[config.mk]
export PLATFORM = sky130hd
export DESIGN_NAME = muldiv_unit_with_lock
export DESIGN_NICKNAME = d
export VERILOG_FILES = /design/src/rtl/muldiv_unit_with_lock_pkg.sv /design/src/rtl/muldiv_lock_arbiter.sv /design/src/rtl/muldiv_unit_with_lock.sv
export SDC_FILE = /design/constraint.sdc
export NUM_CORES = 2
export LEC_CHECK = 0
export CORE_AREA = 2 2 291 293
export DETAILED_ROUTE_END_ITERATION = 7
export DIE_AREA = 0 0 293 295
export PLACE_DENSITY = 0.71
export SYNTH_ARGS = -nofsm -noshare
export SYNTH_HDL_FRONTEND = slang
export SYNTH_SLANG_ARGS = --single-unit
[constraint.sdc]
create_clock -name clk -period 28.2 [get_ports clk]
set_input_delay 2.82 -clock clk [delete_from_list [all_inputs] [get_ports clk]]
set_output_delay 2.82 -clock clk [all_outputs]
set_load 0.01 [all_outputs]
[src/rtl/muldiv_unit_with_lock_pkg.sv]
// Shared types for the lock-protected multiply/divide unit.
// Optional single-cycle multiply is selected by MULDIV_FAST_MUL_EN in the top module.
package muldiv_unit_with_lock_pkg;

    typedef enum logic [1:0] {
        MULT  = 2'd0,
        MULTU = 2'd1,
        DIV   = 2'd2,
        DIVU  = 2'd3
    } muldiv_op_t;

    typedef enum logic [1:0] {
        IDLE,
        OWNED,
        RUN,
        FIX
    } muldiv_state_t;

    localparam int unsigned MULDIV_ITERS = 32;

endpackage

[src/rtl/muldiv_lock_arbiter.sv]
// Lock owner selection: oldest issue id wins (wrap-aware), round-robin from rr on ties.
// The pick is combinational; grant, owner and rr pointer are registered.
module muldiv_lock_arbiter
    import muldiv_unit_with_lock_pkg::*;
#(
    parameter int unsigned NUM_PORTS = 8,
    parameter int unsigned ID_WIDTH  = 16,
    parameter int unsigned IDX_W     = 3
) (
    input  logic                               clk,
    input  logic                               rst,
    input  logic                               take,
    input  logic                               rel,
    input  logic [NUM_PORTS-1:0]               lock_req,
    input  logic [NUM_PORTS-1:0][ID_WIDTH-1:0] lock_id,
    output logic                               any_req,
    output logic [NUM_PORTS-1:0]               grant,
    output logic [IDX_W-1:0]                   owner
);

    logic [NUM_PORTS-1:0] grant_q, grant_d;
    logic [IDX_W-1:0]     owner_q, owner_d;
    logic [IDX_W-1:0]     rr_q, rr_d;
    logic [IDX_W-1:0]     pick, idx;
    logic [ID_WIDTH-1:0]  best_id, age;

    // Scanning from rr and replacing only on strictly-older ids makes rr order the tie-break.
    always_comb begin
        any_req = 1'b0;
        pick    = '0;
        best_id = '0;
        idx     = '0;
        age     = '0;
        for (int unsigned k = 0; k < NUM_PORTS; k++) begin
            idx = IDX_W'((32'(rr_q) + k) % NUM_PORTS);
            age = lock_id[idx] - best_id;
            if (lock_req[idx] && (!any_req || age[ID_WIDTH-1])) begin
                any_req = 1'b1;
                best_id = lock_id[idx];
                pick    = idx;
            end
        end
    end

    always_comb begin
        grant_d = grant_q;
        owner_d = owner_q;
        rr_d    = rr_q;
        if (rel) begin
            grant_d = '0;
            rr_d    = (owner_q == IDX_W'(NUM_PORTS - 1)) ? '0 : owner_q + 1'b1;
        end else if (take && any_req) begin
            grant_d       = '0;
            grant_d[pick] = 1'b1;
            owner_d       = pick;
        end
    end

    always_ff @(posedge clk or posedge rst) begin
        if (rst) begin
            grant_q <= '0;
            owner_q <= '0;
            rr_q    <= '0;
        end else begin
            grant_q <= grant_d;
            owner_q <= owner_d;
            rr_q    <= rr_d;
        end
    end

    assign grant = grant_q;
    assign owner = owner_q;

endmodule

[src/rtl/muldiv_unit_with_lock.sv]
// Shared iterative MIPS mult/div unit behind a single-owner lock.
// Define MULDIV_FAST_MUL_EN for a single-cycle multiply (divide stays iterative).
module muldiv_unit_with_lock
    import muldiv_unit_with_lock_pkg::*;
#(
    parameter int unsigned NUM_PORTS = 8,
    parameter int unsigned ID_WIDTH  = 16
) (
    input  logic                               clk,
    input  logic                               rst,
    input  logic                               rollback,
    input  logic [NUM_PORTS-1:0]               lock_req,
    input  logic [NUM_PORTS-1:0][ID_WIDTH-1:0] lock_id,
    input  logic [NUM_PORTS-1:0]               op_start,
    input  logic [NUM_PORTS-1:0][1:0]          op_code,
    input  logic [NUM_PORTS-1:0][31:0]         op_a,
    input  logic [NUM_PORTS-1:0][31:0]         op_b,
    output logic [NUM_PORTS-1:0]               grant,
    output logic                               busy,
    output logic                               done,
    output logic [31:0]                        hi,
    output logic [31:0]                        lo
);

    localparam int unsigned IDX_W = (NUM_PORTS > 1) ? $clog2(NUM_PORTS) : 1;

    muldiv_state_t    state_q, state_d;
    muldiv_op_t       op_q, op_d, start_op;
    logic [IDX_W-1:0] owner;
    logic             any_req, take, drop, start_ok, fast_mul;
    logic             sgn, a_neg, b_neg, sa_q, sa_d, sb_q, sb_d;
    logic [31:0]      a_abs, b_abs, a_q, a_d, b_q, b_d, mcand_q, mcand_d;
    logic [63:0]      p_q, p_d, prod;
    logic [32:0]      sum, rem_sh, diff;
    logic [5:0]       cnt_q, cnt_d;
    logic             done_q, done_d;
    logic [31:0]      hi_q, hi_d, lo_q, lo_d;

    assign drop     = (state_q != IDLE) && (rollback || !lock_req[owner]);
    assign take     = (state_q == IDLE) && !rollback;
    assign start_ok = (state_q == OWNED) && op_start[owner];
    assign start_op = muldiv_op_t'(op_code[owner]);

`ifdef MULDIV_FAST_MUL_EN
    assign fast_mul = (start_op == MULT) || (start_op == MULTU);
`else
    assign fast_mul = 1'b0;
`endif

    muldiv_lock_arbiter #(
        .NUM_PORTS (NUM_PORTS),
        .ID_WIDTH  (ID_WIDTH),
        .IDX_W     (IDX_W)
    ) u_arb (
        .clk      (clk),
        .rst      (rst),
        .take     (take),
        .rel      (drop),
        .lock_req (lock_req),
        .lock_id  (lock_id),
        .any_req  (any_req),
        .grant    (grant),
        .owner    (owner)
    );

    always_ff @(posedge clk or posedge rst) begin
        if (rst) state_q <= IDLE;
        else     state_q <= state_d;
    end

    always_comb begin
        state_d = state_q;
        case (state_q)
            IDLE:    if (take && any_req) state_d = OWNED;
            OWNED:   if (drop) state_d = IDLE;
                     else if (start_ok) state_d = fast_mul ? FIX : RUN;
            RUN:     if (drop) state_d = IDLE;
                     else if (cnt_q == 6'(MULDIV_ITERS - 1)) state_d = FIX;
            FIX:     state_d = drop ? IDLE : OWNED;
            default: state_d = IDLE;
        endcase
    end

    // Magnitudes iterate unsigned in p_q ({hi-part, lo-part}); signs are applied in FIX.
    always_comb begin
        op_d    = op_q;
        a_d     = a_q;
        b_d     = b_q;
        sa_d    = sa_q;
        sb_d    = sb_q;
        mcand_d = mcand_q;
        p_d     = p_q;
        cnt_d   = cnt_q;
        hi_d    = hi_q;
        lo_d    = lo_q;
        done_d  = 1'b0;
        busy    = (state_q == RUN) || (state_q == FIX);
        sgn     = (start_op == MULT) || (start_op == DIV);
        a_neg   = sgn && op_a[owner][31];
        b_neg   = sgn && op_b[owner][31];
        a_abs   = a_neg ? -op_a[owner] : op_a[owner];
        b_abs   = b_neg ? -op_b[owner] : op_b[owner];
        sum     = '0;
        rem_sh  = '0;
        diff    = '0;
        prod    = '0;
        case (state_q)
            OWNED: if (start_ok) begin
                op_d    = start_op;
                a_d     = op_a[owner];
                b_d     = op_b[owner];
                sa_d    = a_neg;
                sb_d    = b_neg;
                mcand_d = b_abs;
                p_d     = {32'd0, a_abs};
                cnt_d   = '0;
`ifdef MULDIV_FAST_MUL_EN
                if (fast_mul) p_d = 64'(a_abs) * 64'(b_abs);
`endif
            end
            RUN: begin
                cnt_d = cnt_q + 6'd1;
                if ((op_q == MULT) || (op_q == MULTU)) begin
                    sum = {1'b0, p_q[63:32]} + (p_q[0] ? {1'b0, mcand_q} : 33'd0);
                    p_d = {sum, p_q[31:1]};
                end else begin
                    rem_sh = {p_q[63:32], p_q[31]};
                    diff   = rem_sh - {1'b0, mcand_q};
                    if (!diff[32]) p_d = {diff[31:0], p_q[30:0], 1'b1};
                    else           p_d = {rem_sh[31:0], p_q[30:0], 1'b0};
                end
            end
            FIX: if (!drop) begin
                done_d = 1'b1;
                if ((op_q == MULT) || (op_q == MULTU)) begin
                    prod = (sa_q ^ sb_q) ? -p_q : p_q;
                    hi_d = prod[63:32];
                    lo_d = prod[31:0];
                end else if (b_q == '0) begin
                    hi_d = a_q;
                    lo_d = '1;
                end else begin
                    hi_d = sa_q ? -p_q[63:32] : p_q[63:32];
                    lo_d = (sa_q ^ sb_q) ? -p_q[31:0] : p_q[31:0];
                end
            end
            default: ;
        endcase
    end

    always_ff @(posedge clk or posedge rst) begin
        if (rst) begin
            op_q    <= MULT;
            a_q     <= '0;
            b_q     <= '0;
            sa_q    <= 1'b0;
            sb_q    <= 1'b0;
            mcand_q <= '0;
            p_q     <= '0;
            cnt_q   <= '0;
            done_q  <= 1'b0;
            hi_q    <= '0;
            lo_q    <= '0;
        end else begin
            op_q    <= op_d;
            a_q     <= a_d;
            b_q     <= b_d;
            sa_q    <= sa_d;
            sb_q    <= sb_d;
            mcand_q <= mcand_d;
            p_q     <= p_d;
            cnt_q   <= cnt_d;
            done_q  <= done_d;
            hi_q    <= hi_d;
            lo_q    <= lo_d;
        end
    end

    assign done = done_q;
    assign hi   = hi_q;
    assign lo   = lo_q;

endmodule

==> metrics.md <==
| Metric | Value |
|---|---|
| FILL cells | 7,866 |
| TritonCTS buffer count | 29 |
| Most frequent cell after synthesis | nand2_1 |
| Starting Density | a little over a third |
| Clock sinks | 249 |
| GR peak layer | met2 |
| TNS Setup | 0 ns |
| Vias in the first global route | 28,600 |
| CTS Buffer Depth | 3 |
| MaxCap Viol Count | 0 |
| Post-synth top area share | between 20% and 30% |
| Critical path's top delay family | compound AO/OA/AOI/OAI gates |
| Crit path max fanout | 24 |
| DRT Pass-1 Iters | 6 |
| Post-Synth Simple-Gate Area | 16.5% |
| GR Layer Usage met1 | about a third |
| Total track usage | 27.0% |
| Die X | just under 300 um |
| Final Hold Vio Count | 0 |
| Gate Count Post-Synth | ~3,400 |
| Slowest Stage Delay on Critical Path | 0.59 ns |
| Critical path startpoint category | input pin |
| Via count | about 30,000 |
| Setup Skew | between 0.03 and 0.04 ns |
| Post-synthesis sequential area ratio | between 20% and 30% |
| Complex-gate fraction of the synthesized area | approximately 17% |
| Die height | about 300 um |
| Mapped cell area | 0.0298 mm^2 |
| Via-to-Cell Ratio | ~5.8 |
| Worst Setup End Kind | flop |
| Final setup viols | 0 |
| Worst-path clk slew | about 0.06 ns |
| Antenna violations before repair | 20 |
| Unrepaired setup endpoints after global routing | no |
| Post-cts resize count | 0 |
| CTS tree | yes |
| Syn_area_per_cell | 8.73 um^2 |
| WL per Instance | 23.6 um |
| Min-Delay Path Depth | 2 |
| Die footprint | approximately 0.086 mm^2 |
| Layout Nets | between 4,000 and 5,000 |
| WL final | between 100,000 and 150,000 um |
| Post-synthesis mux area share | 28.8% |
| Max-slew violations | 0 |
| Gr ovfl total | 0 |
| Register area | approximately 0.0063 mm^2 |
| Critical path depth | a little under 100 |
| Maximum clock frequency | 42.7 MHz |
| Fraction of layout cells with a size suffix above 1 | around 13% |
| Port bufs | approximately 750 |
| Worst-Skew Late Latency | 0.60 ns |
| DRC | 0 |
| Crit share post-route | 83.0% |
| Post-synthesis xor/xnor area fraction | 5.60% |
| Pre-CTS setup slack | 4.61 ns |
| Biggest area consumer among synthesized cells | dfrtp_1 |
| Iteration-0 DRC Markers | approximately 2,500 |
| Hold_buf cts | 0 |
| Req. time, crit path | 28.63 ns |
| HP Class | flop to flop |
| Slowest cell on crit path | mux4_2 |
| Number of synthesized flops with an enable pin | 0 |
| Largest net degree at the start of global routing | 104 |
| Area Overhead vs Synth | 31.8% |
| Netlist cell types | 91 |
| First-pass GRT wire length | around 180,000 um |
| CP bufs+invs | 5 |
| Top_reg_cell synth | dfrtp_1 |
| Antenna-violating nets left | 0 |
| Worst-Margin Slew | around 1.1 ns |
| Yosys warns | 0 |
| DP HPWL | 97,600 um |
| Final hold slack | 0.473 ns |
| Post-CTS setup buffers | 0 |
| Worst slew margin | between 20% and 30% |
| Asr flop ratio synth | 100% |
| Syn nets | roughly 4,300 |
| H-tree depth | 1 |
| Worst Path Arrival | approximately 24 ns |
| Final worst slack | ~4.8 ns |
| Top-Level Pins | about 750 |
| Clock root buffer | clkbuf_16 |
| Met2 Usage GRT | 45.0% |
| Synth top area cells | dfrtp_1 (21%), mux4_2 (21%), ha_1 (7.0%), nand2_1 (6.5%), o21ai_0 (5.6%) |
| Routing usage on met3 | under 10% |
| CP most frequent cell | a21oi_1 |
| Yosys reg bits | between 200 and 250 |
| Global placement routability congestion | 0.979 |
| Adder-Cell Fraction of Synth Area | under 10% |
| Worst Reg-to-Reg Cells | between 90 and 100 |
| Core area | 0.0832 mm^2 |
| Commonest cells post-synth | nand2_1 (520), o21ai_0 (336), nor2_1 (311) |
| Outcome | finished clean |
| Area of the multi-input gates | roughly 0.022 mm^2 |
| CP Class | input pin to flop |
| Largest family of logic cells by synthesized area | multiplexers |
| Row cnt | roughly 110 |
| Final min period | between 20 and 25 ns |
routing by layer:
layer,share of wire [%],vias up
met4,3.3,20
met3,9.8,188
met5,0.11,-
met2,47,1353
met1,40,14300
li1,-,13700
flip-flops by register name, indices dropped and copies added, names as in the netlist:
signal and cells:
sa_q 1, p_q 64, cnt_q 6, sb_q 1, state_q 2, lo 32
b_q 32, op_q 1, u_arb.rr_q 3, u_arb.grant 8, u_arb.owner 3, done 1
a_q 32, hi 32, mcand_q 31
worst reg2reg max path: cells and delay by family (launching register included):
kind	cells	cell delay (ns)
flip-flops	1	0.79
XOR/XNOR	2	0.44
buffers and inverters	6	1.88
multiplexers	8	2.84
AND/OR/NAND/NOR	27	4.20
AO/OA/AOI/OAI	48	9.45
adder cells (fa/ha/maj)	8	2.76
worst paths after layout:
kind / to / start / slack, ns
max: u_arb.grant[3] / lock_req[3] / 4.79
min: hi[4] / hi[4] / 0.47
max reg2reg: u_arb.grant[3] / u_arb.rr_q[0] / 5.67
min reg2reg: hi[4] / hi[4] / 0.47
max in group asynchronous: lo[12] / rst / 22.86
min in group asynchronous: b_q[8] / rst / 2.71
per-stage QoR:
stage	cells	cell area, um^2	util [%]
after detailed placement	5052	38300	46.0
after CTS	5105	39300	47.3
after global placement	5052	38300	46.0
final	5116	39300	47.3
after global routing	5107	39300	47.3
after floorplan	3416	29800	-
cells in the final DEF (no fill, tap or decap), types with 76 or more instances in the layout:
cell type | synthesis | routed
clkdlybuf4s50_1 | 0 | 748
nand2_1 | 520 | 520
o21ai_0 | 336 | 336
nor2_1 | 311 | 309
mux4_2 | 272 | 272
a21oi_1 | 255 | 254
dfrtp_1 | 249 | 242
ha_1 | 168 | 167
mux2i_1 | 155 | 155
xnor2_1 | 109 | 106
inv_1 | 102 | 101
mux2_2 | 76 | 76
cell type report:
| class | count | area share (%) |
|---|---|---|
| well taps | 1080 | 3.44 |
| diodes | 11 | 0.0700 |
| flip-flops and latches | 249 | 15.9 |
| clock buffers | 38 | 2.03 |
| inverters | 102 | 0.993 |
| clock inverters | 15 | 0.633 |
| multi-input cells | 2827 | 57.0 |
| repair buffers | 794 | 19.9 |
kinds of logic after synthesis:
| group | after synthesis |
|---|---|
| adders and majority gates | 171 |
| buffers and inverters | 340 |
| muxes | 507 |
| DFF | 249 |
| xor gates and xnor gates | 187 |
| and+or+nand+nor | 1121 |
| AOI/OAI and AO/OA | 841 |
Power is not shown: default switching activity piles up to over one toggle a cycle in this logic, so the estimate is an artifact.
